<file path="src/rtl/meas_wr_arbiter.sv">
// Round-robin arbiter sharing one regfile write port among N_CH measure channels.
// Each channel holds one pending result; overflows are flagged and counted.
module meas_wr_arbiter #(
    parameter int N_CH   = 5,
    parameter int DATA_W = 64,
    parameter int CH_W   = 3,
    parameter int CNT_W  = 16
) (
    input  logic                     clk_i,
    input  logic                     rst_n_i,
    input  logic [N_CH-1:0]          raw_wr_en_i,
    input  logic [N_CH*DATA_W-1:0]   raw_wr_data_i,
    input  logic                     ovf_clr_i,
    output logic                     reg_wr_en_o,
    output logic [DATA_W-1:0]        reg_wr_data_o,
    output logic [CH_W-1:0]          reg_wr_ch_o,
    output logic [N_CH-1:0]          ovf_o,
    output logic [CNT_W-1:0]         drop_cnt_o
);

    function automatic logic [CH_W:0] popcount(input logic [N_CH-1:0] v);
        logic [CH_W:0] n;
        n = '0;
        for (int i = 0; i < N_CH; i++) begin
            n = n + (CH_W+1)'(v[i]);
        end
        return n;
    endfunction

    function automatic logic [CNT_W-1:0] sat_add(input logic [CNT_W-1:0] a,
                                                  input logic [CH_W:0]    b);
        logic [CNT_W:0] s;
        s = {1'b0, a} + (CNT_W+1)'(b);
        return s[CNT_W] ? {CNT_W{1'b1}} : s[CNT_W-1:0];
    endfunction

    logic [N_CH-1:0]   pend_p0;
    logic [DATA_W-1:0] hold_p0 [N_CH];
    logic [CH_W-1:0]   rr_ptr;

    logic              gnt_vld;
    logic [N_CH-1:0]   gnt_oh;
    logic [CH_W-1:0]   gnt_ch;
    logic [DATA_W-1:0] gnt_data;

    logic [N_CH-1:0]   cap;
    logic [N_CH-1:0]   drop;
    logic [N_CH-1:0]   pend_nxt;
    logic [N_CH-1:0]   ovf_base;
    logic [CNT_W-1:0]  cnt_base;

    // Grant search: first pending channel after the last granted one.
    always_comb begin
        int idx;
        gnt_vld  = 1'b0;
        gnt_oh   = '0;
        gnt_ch   = '0;
        gnt_data = '0;
        idx      = 0;
        for (int k = 1; k <= N_CH; k++) begin
            idx = (int'(rr_ptr) + k) % N_CH;
            if (!gnt_vld && pend_p0[idx]) begin
                gnt_vld     = 1'b1;
                gnt_oh[idx] = 1'b1;
                gnt_ch      = CH_W'(idx);
                gnt_data    = hold_p0[idx];
            end
        end
    end

    // A channel granted this cycle frees its slot, so a same-cycle strobe is captured.
    assign cap      = raw_wr_en_i & (~pend_p0 | gnt_oh);
    assign drop     = raw_wr_en_i & pend_p0 & ~gnt_oh;
    assign pend_nxt = (pend_p0 & ~gnt_oh) | cap;
    assign ovf_base = ovf_clr_i ? '0 : ovf_o;
    assign cnt_base = ovf_clr_i ? '0 : drop_cnt_o;

    // Capture stage: holding buffers and pending flags.
    always_ff @(posedge clk_i or negedge rst_n_i) begin
        if (!rst_n_i) begin
            pend_p0 <= '0;
            for (int i = 0; i < N_CH; i++) begin
                hold_p0[i] <= '0;
            end
        end else begin
            pend_p0 <= pend_nxt;
            for (int i = 0; i < N_CH; i++) begin
                if (cap[i]) begin
                    hold_p0[i] <= raw_wr_data_i[i*DATA_W +: DATA_W];
                end
            end
        end
    end

    // Write stage: registered regfile port, round-robin pointer, overflow status.
    always_ff @(posedge clk_i or negedge rst_n_i) begin
        if (!rst_n_i) begin
            rr_ptr        <= CH_W'(N_CH - 1);
            reg_wr_en_o   <= 1'b0;
            reg_wr_data_o <= '0;
            reg_wr_ch_o   <= '0;
            ovf_o         <= '0;
            drop_cnt_o    <= '0;
        end else begin
            reg_wr_en_o <= gnt_vld;
            if (gnt_vld) begin
                reg_wr_data_o <= gnt_data;
                reg_wr_ch_o   <= gnt_ch;
                rr_ptr        <= gnt_ch;
            end
            ovf_o      <= ovf_base | drop;
            drop_cnt_o <= sat_add(cnt_base, popcount(drop));
        end
    end

endmodule
</file>
<file path="config.mk">
export PLATFORM = sky130hd
export DESIGN_NAME = meas_wr_arbiter
export DESIGN_NICKNAME = d
export VERILOG_FILES = /design/src/rtl/meas_wr_arbiter.sv
export SDC_FILE = /design/constraint.sdc
export NUM_CORES = 2
export LEC_CHECK = 0
export CAP_MARGIN = 20
export CORE_UTILIZATION = 30
export CTS_CLUSTER_SIZE = 40
export DETAILED_ROUTE_END_ITERATION = 10
export MAX_ROUTING_LAYER = met4
export PLACE_DENSITY = 0.46
export SLEW_MARGIN = 30
export SYNTH_ARGS = -nofsm -noshare
export SYNTH_HDL_FRONTEND = slang
export SYNTH_SLANG_ARGS = --single-unit
</file>
<file path="constraint.sdc">
create_clock -name clk_i -period 12.3 [get_ports clk_i]
set_input_delay 3.69 -clock clk_i [delete_from_list [all_inputs] [get_ports clk_i]]
set_output_delay 3.69 -clock clk_i [all_outputs]
set_load 0.1 [all_outputs]
</file>
==> results.yml <==
floorplan:
  pin_count: 417
  die_area_sq_mm: 0.1060
  die_height_um: 325.5
  initial_core_util_pct: 30.30
  rows: 118
  core_sq_mm: 0.1036
  die_w_um: 325.5
sta:
  finClkSkew_ns: 0.03345
  rsz0062_at_grt: "false"
  tightest_slew_ns: 1.053
  hold_violations: 0
  fin_ws_ns: 2.487
  fin_tns_setup_ns: 0
  post-route-period-util_pct: 79.78
  slew_violations: 0
  max_freq_ghz: 0.1019
  slew_headroom_pct: 29.61
  setup_viol: 0
  whs_ns: 0.5170
  fin_crit_ns: 9.813
grt:
  grt_start_max_net_pins: 148
  grt_pass1_wl_um: 229300
  antenna_found_initial: 2
  use_met1_pct: 39.78
  gr-total-overflow: 0
  met3_usage_pct: 6.089
  met2_usage_pct: 44.60
  busiest_layer: "met2"
  grt_pass1_vias: 31480
  track_usage_pct: 29.91
synth:
  async_reset_ff_share_pct: 100.0
  synth_cells: 3428
  synthesis.area_sq_mm: 0.03140
  syn_nets: 3793
  ys_warn_count: 0
  synth-seq-area-share_pct: 33.07
  synth_ff_type: "dfrtp_1"
  synth_edf_count: 0
  synthAdderAreaFrac_pct: 1.546
  avgSynthCellArea_sq_um: 9.161
  post_synth_mux_area_share_pct: 21.19
  synth-xor-area-share_pct: 0.6693
  synth_cell_types: 97
  synth-compound-area-share_pct: 25.39
  synth_top_family_by_area: "compound AO/OA/AOI/OAI gates"
  yosys.area_share.simple_pct: 13.16
  ys_ff_latch: 415
worst_hold_path:
  hold_start: "ovf_o[1]"
  min_to: "ovf_o[1]"
  hp-class: "register to register"
  hold_depth: 1
detailed_routing:
  wl_per_cell_um: 31.40
  num_vias: 32380
  viasPerCell: 6.372
  final_antenna_net_count: 0
  routed_wl_um: 159600
  drt_iter0_drc: 4199
  first_pass_iters: 8
  drc: 0
critical_path:
  reg2reg_slack_ns: 2.49
  cp_data_required_time_ns: 12.79
  cp-end-kind: "register"
  cp_max_fo: 24
  crit_arrival_ns: 10.30
  worst-setup-path-type: "register to register"
  start_kind: "register"
  reg2reg_from: "reg_wr_ch_o[1]"
  reg2reg_depth: 26
  r2r_end: "drop_cnt_o[10]"
place:
  dp_slack_ns: 2.687
  routabilityCongestion: 0.9736
  io_buffers: 416
  dp_hpwl_um: 99890
final_layout:
  final_common_cell: "nand2_1"
  nets: 4023
  mostFrequentLayoutCells: "nand2_1 (529), dfrtp_1 (413), clkdlybuf4s50_1 (404)"
  drive_above_1_share_pct: 15.95
  syn_to_final_growth_pct: 23.82
clocking:
  cts_inserted_buffers: 54
  path_clk_slew_ns: 0.06
  cts_root_buffer: "clkbuf_16"
  cts_tree: "built"
  cts_buffer_depth: 3
  cts_resized: 0
  cts.sinks: 415
  cts_setup_buffers: 0
  postCtsHoldBufs: 0
  clock_latency_ns: 0.68
  h-tree-depth: 2
outcome:
  outcome: "finished clean"
run:
  maxCapViolCount: 0
==> layer usage <==
layer | vias to the layer above | wire, um
li1 | 13710 | -
met1 | 15960 | 66090
met2 | 2266 | 70150
met3 | 446 | 16730
met4 | 0 | 6632
met5 | - | 0
==> flip-flops by register name, summed over array words and instances, names as in the netlist <==
name	flops
pend_p0	5
reg_wr_ch_o	3
rr_ptr	1
ovf_o	5
reg_wr_data_o	64
hold_p0	320
drop_cnt_o	16
reg_wr_en_o	1
==> kinds of logic after synthesis <==
| family | Yosys count |
|---|---|
| AO/OA/AOI/OAI | 1140 |
| XOR/XNOR | 21 |
| adder cells (fa/ha/maj) | 37 |
| buffers and inverters | 358 |
| flip-flops | 415 |
| multiplexers | 517 |
| AND/OR/NAND/NOR | 940 |
==> worst max path at each step <==
stage,startpoint,to,cells past startpoint
global placement,reg_wr_ch_o[1],drop_cnt_o[12],26
CTS,reg_wr_ch_o[1],drop_cnt_o[10],26
detailed placement,reg_wr_ch_o[1],drop_cnt_o[10],26
finish,reg_wr_ch_o[1],drop_cnt_o[10],26
floorplan,reg_wr_ch_o[0],drop_cnt_o[10],32
global route,reg_wr_ch_o[1],drop_cnt_o[10],26
==> final cells by class <==
class | count | area (sq um)
repair buffers | 502 | 4868
multi-input cells | 2655 | 19870
diodes | 2 | 5.005
flip-flops and latches | 415 | 10390
well taps | 1380 | 1727
fillers | 10550 | 64760
inverters | 30 | 112.6
clock buffers | 76 | 1575
clock inverters | 22 | 334.1
==> cells in the mapped netlist (all sizes together) (22+ instances only) <==
library cell  count  share of area [%]
a211oi           37               0.93
a21oi           255                4.1
a221oi           57                1.6
a222oi           90                2.9
a22oi           121                2.9
a31oi            84                1.7
a32oi            52                1.5
buf              85                1.7
clkbuf          243                2.9
dfrtp           414                 33
ha               34                1.4
inv              30               0.36
mux2            343                 13
mux2i           108                3.4
mux4             66                4.7
nand2           532                6.4
nand3           171                2.7
nor2            109                1.3
nor3             22               0.40
o211ai           40                1.0
o21ai           187                3.0
o221ai           34               0.95
o22ai            48               0.98
==> worst max-delay path: stages (launching register included) <==
cell and delay (ns):
dfrtp_1 0.77, inv_1 0.36, ha_1 0.92, ha_1 0.33, or2_2 0.15, o21ai_2 0.07, xnor2_1 0.72, ha_1 0.41
nor2b_1 0.22, or3_1 0.16, and3_1 0.45, mux2i_4 0.29, buf_4 0.48, nand2_2 0.69, nor4_2 0.56, nor2_1 0.15
nand2_1 0.12, fa_1 0.41, inv_1 0.09, fa_1 0.40, ha_1 0.24, fa_1 0.40, a21oi_1 0.27, nor2_1 0.14
and2_1 0.20, nand4_1 0.42, o21ai_0 0.22
==> stage by stage <==
stage	cells	instance area [sq um]	utilization, %
floorplan	3428	31400	-
global placement	4979	36910	35.61
detailed placement	4979	36880	35.58
CTS	5077	38790	37.43
global route	5081	38880	37.51
finish	5082	38880	37.52
Power is not shown: default switching activity piles up to over one toggle a cycle in this logic, so the estimate is an artifact.
